==> src/rtl/rocc_accum_unit.sv <==
// RoCC accumulator endpoint: command FIFO feeding a small FSM that runs
// load/add/multiply/read operations on a bank of 64-bit accumulators.
// Each command produces one response, returned in arrival order.

package rocc_accum_pkg;
    typedef struct packed {
        logic [31:0] cmd_instr;
        logic [63:0] cmd_rs1;
        logic [63:0] cmd_rs2;
    } rocc_cmd_t;

    typedef struct packed {
        logic [4:0]  resp_rd;
        logic [63:0] resp_data;
    } rocc_resp_t;
endpackage

module rocc_accum_unit
    import rocc_accum_pkg::*;
#(
    parameter int unsigned CMD_DEPTH = 2,
    parameter int unsigned NUM_ACC   = 4
) (
    input  logic       clk_i,
    input  logic       rst_ni,
    input  rocc_cmd_t  cmd_i,
    input  logic       cmd_valid_i,
    output logic       cmd_ready_o,
    output rocc_resp_t resp_o,
    output logic       resp_valid_o,
    input  logic       resp_ready_i,
    output logic       busy_o
);
    localparam int unsigned PtrW    = $clog2(CMD_DEPTH);
    localparam int unsigned AccIdxW = $clog2(NUM_ACC);

    typedef enum logic [1:0] {StIdle, StExecMul, StResp} state_e;

    state_e state_q, state_d;

    // Pointers carry one extra wrap bit to tell full from empty.
    logic [PtrW:0] wptr_q, rptr_q;
    rocc_cmd_t     fifo_q [CMD_DEPTH];
    logic          empty, full, push, pop;

    logic [63:0] acc_q [NUM_ACC];
    logic [63:0] resp_q, resp_d;

    // Shift-add multiplier state: partial product, shifting multiplicand and multiplier.
    logic [63:0]        mcand_q, mcand_d, mplier_q, mplier_d, prod_q, prod_d;
    logic [5:0]         cnt_q, cnt_d;
    logic [AccIdxW-1:0] midx_q, midx_d;

    logic               acc_we;
    logic [AccIdxW-1:0] acc_widx;
    logic [63:0]        acc_wdata;

    rocc_cmd_t          head;
    logic [6:0]         op;
    logic [AccIdxW-1:0] idx;
    logic [63:0]        cur, step;
    logic               unused_cmd_bits;

    assign empty = (wptr_q == rptr_q);
    assign full  = (wptr_q[PtrW] != rptr_q[PtrW]) &&
                   (wptr_q[PtrW-1:0] == rptr_q[PtrW-1:0]);
    assign push  = cmd_valid_i && !full;

    assign head = fifo_q[rptr_q[PtrW-1:0]];
    assign op   = head.cmd_instr[31:25];
    assign idx  = head.cmd_rs2[AccIdxW-1:0];
    assign cur  = acc_q[idx];
    assign step = prod_q + (mplier_q[0] ? mcand_q : 64'h0);

    assign unused_cmd_bits = ^{head.cmd_instr[24:0], head.cmd_rs2[63:AccIdxW]};

    assign cmd_ready_o  = !full;
    assign resp_valid_o = (state_q == StResp);
    assign busy_o       = !empty || (state_q != StIdle);
    assign resp_o       = '{resp_rd: 5'h0, resp_data: resp_q};

    // Command storage; contents are don't-care while the FIFO is empty.
    always_ff @(posedge clk_i) begin
        if (push) begin
            fifo_q[wptr_q[PtrW-1:0]] <= cmd_i;
        end
    end

    // Next-state, accumulator write and response selection.
    always_comb begin
        state_d   = state_q;
        pop       = 1'b0;
        acc_we    = 1'b0;
        acc_widx  = idx;
        acc_wdata = head.cmd_rs1;
        resp_d    = resp_q;
        mcand_d   = mcand_q;
        mplier_d  = mplier_q;
        prod_d    = prod_q;
        cnt_d     = cnt_q;
        midx_d    = midx_q;
        unique case (state_q)
            StIdle: begin
                if (!empty) begin
                    pop     = 1'b1;
                    state_d = StResp;
                    case (op)
                        7'd0: begin
                            acc_we = 1'b1;
                            resp_d = cur;
                        end
                        7'd1: begin
                            acc_we    = 1'b1;
                            acc_wdata = cur + head.cmd_rs1;
                            resp_d    = cur + head.cmd_rs1;
                        end
                        7'd2: begin
                            mcand_d  = cur;
                            mplier_d = head.cmd_rs1;
                            midx_d   = idx;
                            prod_d   = 64'h0;
                            cnt_d    = 6'd0;
                            state_d  = StExecMul;
                        end
                        7'd3:    resp_d = cur;
                        default: resp_d = 64'h0;
                    endcase
                end
            end
            StExecMul: begin
                prod_d   = step;
                mcand_d  = {mcand_q[62:0], 1'b0};
                mplier_d = {1'b0, mplier_q[63:1]};
                cnt_d    = cnt_q + 6'd1;
                if (cnt_q == 6'd63) begin
                    acc_we    = 1'b1;
                    acc_widx  = midx_q;
                    acc_wdata = step;
                    resp_d    = step;
                    state_d   = StResp;
                end
            end
            StResp: begin
                if (resp_ready_i) begin
                    state_d = StIdle;
                end
            end
            default: state_d = StIdle;
        endcase
    end

    // State, pointers, accumulators and multiplier registers.
    always_ff @(posedge clk_i or negedge rst_ni) begin
        if (!rst_ni) begin
            state_q  <= StIdle;
            wptr_q   <= '0;
            rptr_q   <= '0;
            resp_q   <= '0;
            mcand_q  <= '0;
            mplier_q <= '0;
            prod_q   <= '0;
            cnt_q    <= '0;
            midx_q   <= '0;
            for (int i = 0; i < NUM_ACC; i++) begin
                acc_q[i] <= '0;
            end
        end else begin
            state_q  <= state_d;
            resp_q   <= resp_d;
            mcand_q  <= mcand_d;
            mplier_q <= mplier_d;
            prod_q   <= prod_d;
            cnt_q    <= cnt_d;
            midx_q   <= midx_d;
            if (push) begin
                wptr_q <= wptr_q + 1'b1;
            end
            if (pop) begin
                rptr_q <= rptr_q + 1'b1;
            end
            if (acc_we) begin
                acc_q[acc_widx] <= acc_wdata;
            end
        end
    end
endmodule

==> config.mk <==
export PLATFORM = sky130hd
export DESIGN_NAME = rocc_accum_unit
export DESIGN_NICKNAME = d
export VERILOG_FILES = /design/src/rtl/rocc_accum_unit.sv
export SDC_FILE = /design/constraint.sdc
export NUM_CORES = 2
export LEC_CHECK = 0
export BUFFER_PORTS_ARGS = -buffer_cell sky130_fd_sc_hd__buf_2
export CORE_UTILIZATION = 56
export CTS_BUF_LIST = sky130_fd_sc_hd__clkbuf_16
export DETAILED_ROUTE_END_ITERATION = 8
export PLACE_DENSITY = 0.77
export SYNTH_ARGS = -nofsm -noshare
export SYNTH_HDL_FRONTEND = slang
export SYNTH_SLANG_ARGS = --single-unit
==> constraint.sdc <==
create_clock -name clk_i -period 4.5 [get_ports clk_i]
set_clock_uncertainty 0.2 [all_clocks]
set_input_delay 0.225 -clock clk_i [delete_from_list [all_inputs] [get_ports clk_i]]
set_output_delay 0.225 -clock clk_i [all_outputs]
set_load 0.05 [all_outputs]
==> metrics.md <==
| Metric | Value |
|---|---|
| CTS Buf Count | 72 |
| # Max-Cap Violations | 0 |
| Syn Area/Cell | 9.81 µm² |
| Reg-to-Reg Start | rptr_q[0] |
| Vias in the first global route | 32.1k |
| Commonest cells after routing, fill and taps aside | dfrtp_1, buf_4, nand2_1 |
| Avg WL per Cell | 23.7 µm |
| Tot GR Track Use | 36.6% |
| Antenna violations before repair | 5 |
| Top Family by Delay on Critical Path | compound AO/OA/AOI/OAI gates |
| Internal | 21.3 mW |
| Worst path arrival time | 5.04 ns |
| Via count | about 33k |
| Ys Warns | 0 |
| Slew Viols, Final | 0 |
| Layout Nets | 4700 |
| Tmin final | around 4.8 ns |
| Worst-path clk slew | 0.06 ns |
| Clk buf depth | 3 |
| IO Port Bufs | 143 |
| RSZ-0062 raised after global routing | yes |
| Setup TNS | -8.07 ns |
| Area leader, netlist | dfrtp_1 |
| Crit path cell chain | mux2i_4 > buf_12 > mux4_2 > ha_4 > fa_2 > a211oi_4 > o21ai_2 > a22oi_4 > o2111ai_4 > a21oi_4 > buf_6 > o21ai_4 > buf_4 > buf_6 > xor2_2 > a222oi_1 > buf_4 > o21ai_0 |
| Clock latency at the later pin of the worst-skew pair | 0.65 ns |
| Crit path launch type | flip-flop |
| Hold crit path type | input port to asynchronous set/reset pin |
| Placeable Area | 66100 µm² |
| Type of the worst setup path | flip-flop to flip-flop |
| Post-Layout Cell Count | 5321 |
| DP HPWL | 88200 µm |
| CTS Sinks | 672 |
| Final wirelength | 126000 µm |
| Logic pwr share | ~62% |
| CTS tree | built |
| GRT overflow | 0 |
| Commonest non-fill, non-tap cell in the layout | dfrtp_1 |
| Slowest-stage cell, CP | mux4_2 |
| Tightest Pin Transition | 1.24 ns |
| P_leak | 20.2 nW |
| Die Span Y | between 200 and 300 µm |
| Register-to-Register Setup Slack | -0.25 ns |
| Flop pwr share | a little under a quarter |
| Setup violators final | 86 |
| Io pins | 236 |
| Syn Std Cell Area | 37600 µm² |
| Failing checks | negative setup slack |
| Synth top area share | 35.0% |
| Worst r2r dst | resp_q[36] |
| Largest stage delay on the critical path | 0.54 ns |
| FMAX | between 200 and 250 MHz |
| Dominant cells by area after synthesis | dfrtp_1, edfxtp_1, a21oi_1 |
| Worst IR Drop VDD | 469 µV |
| First-pass GRT wire length | 189000 µm |
| Net Sw Power | 18.3 mW |
| Outcome | finished, violations left |
| Row count | 94 |
| H-tree depth | 3 |
| EDFF count, synth | 146 |
| Remaining antenna violation count | 0 |
| Die Wd | approximately 260 µm |
| Synth unique cells | between 90 and 100 |
| Rel. slew slack | 17.5% |
| Syn Inst Count | 3831 |
| Routability cong. | 1.05 |
| Dominant synthesized flop cell | dfrtp_1 |
| Worst setup margin | -0.250 ns |
| Critical Path Fanout Max | 4 |
| Final Cycle Share | 106% |
| Die area | ~68000 µm² |
| Setup crit end kind | flip-flop |
| WP buf/inv | 5 |
| Switching portion of total power | approximately 46% |
| Root cell of the clock tree | clkbuf_16 |
| Register area share after synthesis | 46.7% |
| Clock power frac | 15.7% |
| Detailed Routing Iterations Pass 1 | 8 |
| Area growth syn-to-layout | 26.5% |
| Starting DRT DRC Count | 4093 |
| Share of layout cells above drive strength 1 | around 26% |
| Fin. Hold Viols | 0 |
| Mean number of vias per cell | between 6 and 7 |
| Placed cells | 5057 |
| P per Cell Area | 834 nW/µm² |
| Pin count of the biggest net entering global routing | between 100 and 150 |
| Flops & latches, synth | 672 |
| # DRC | 0 |
| Filler cells | 4650 |
| Reg2Reg Depth | 18 |
| Ys async rst share | 78.3% |
| Crit path required time | 4.79 ns |
| Initial Utilization | between 50 and 60% |
-- per-layer routing --
metal  vias up  routed length [µm]  track usage (%)
met3       229               16600             11.9
li1      15000                   -                -
met2      1802               53800             52.9
met4         4                3240             9.08
met1     16300               52400             53.4
met5         -                  27                0
-- power groups by stage --
stage | Sequential [mW] | Clock (mW) | Combinational [mW]
detailed placement | 8.97 | 0 | 21.5
global route | 9.09 | 6.50 | 25.9
finish | 8.94 | 6.24 | 24.5
CTS | 8.89 | 6.26 | 22.5
floorplan | 9.28 | 0 | 12.1
global placement | 8.90 | 0 | 21.3
-- sequential cells by signal, indices dropped and copies added, names as in the netlist --
signal    count
acc_q       256
fifo_q      146
mcand_q      64
mplier_q     64
prod_q       64
resp_q       64
cnt_q         6
midx_q        2
rptr_q        2
state_q       2
wptr_q        2
-- metrics by stage --
step / power (mW) / area, µm² / utilization (%) / setup WS, ns / hold slack, ns
3_5_place_dp: 30.5 / 42300 / 64.1 / -0.344 / 0.168
6_report: 39.7 / 47600 / 72.0 / -0.250 / 0.0822
3_3_place_gp: 30.2 / 42300 / 64.1 / -0.306 / 0.168
5_1_grt: 41.4 / 47600 / 72.0 / -0.318 / 0.0879
4_1_cts: 37.7 / 46600 / 70.4 / -0.132 / 0.0679
2_1_floorplan: 21.4 / 37600 / - / -0.0137 / -0.271
-- cell usage after synthesis (15+ instances only) --
library cell    n
o22ai_1        15
a22o_1         25
inv_1          71
nand3_1        38
mux4_2         64
clkbuf_1      181
a221oi_1       35
ha_1          137
a21oi_1       405
a21o_1         67
buf_1          20
o21bai_1       26
and2_1         69
xnor2_1        86
xor2_1         42
o21ai_0       295
nand2_1       457
nand2b_1       16
nand4_1        58
mux2_2         44
a222oi_1       19
a41oi_1        22
dfrtp_1       526
nor3_1         32
edfxtp_1      146
a22oi_1        16
o21a_1         21
a221oi_2       19
nor2_1        429
buf_2          45
mux2i_1       135
a31oi_1        49
-- logic make-up after synthesis --
group / after synthesis / synth area share, %
xor+xnor: 128 / 2.98
compound gates: 1151 / 19.8
buf+inv: 332 / 3.66
simple gates: 1165 / 13.5
mux: 243 / 8.75
flops: 672 / 46.7
fa+ha+maj: 139 / 4.67
other cells: 1 / 0.00998
-- timing repair --
item	4_1_cts	5_1_grt
gates resized for setup	118	134
endpoints found under the hold margin	269	0
setup endpoints to repair	177	204
hold buffers	76	0
setup buffers	23	32
pin swaps	47	71
cloned	2	0
-- worst max-delay path by stage --
stage | startpoint | endpoint | slack (ns) | cells past startpoint
detailed placement | rptr_q[0] | acc_q[55] | -0.34 | 18
floorplan | rptr_q[0] | acc_q[224] | -0.01 | 16
global placement | rptr_q[0] | resp_q[55] | -0.31 | 18
global route | rptr_q[0] | acc_q[252] | -0.32 | 17
finish | rptr_q[0] | resp_q[36] | -0.25 | 18
CTS | rptr_q[0] | acc_q[40] | -0.13 | 16
-- cell type report --
type / count / area [µm²] / share of cell area, %
Antenna cell: 1 / 2.50 / 0.00526
Multi-Input combinational cell: 2831 / 20200 / 42.5
Clock buffer: 73 / 1830 / 3.84
Clock inverter: 60 / 678 / 1.43
Inverter: 71 / 267 / 0.560
Timing Repair Buffer: 749 / 5940 / 12.5
Sequential cell: 672 / 17600 / 36.9
Tap cell: 864 / 1080 / 2.27
-- worst register-to-register path, stage by stage, from the launching register on --
cell and delay [ns]:
dfrtp_4 0.50, mux2i_4 0.20, buf_12 0.15, mux4_2 0.54, ha_4 0.20, fa_2 0.42, a211oi_4 0.25, o21ai_2 0.11
a22oi_4 0.30, o2111ai_4 0.22, a21oi_4 0.29, buf_6 0.15, o21ai_4 0.06, buf_4 0.15, buf_6 0.12, xor2_2 0.17
a222oi_1 0.31, buf_4 0.20, o21ai_0 0.07
(Power assumes the default switching activity.)
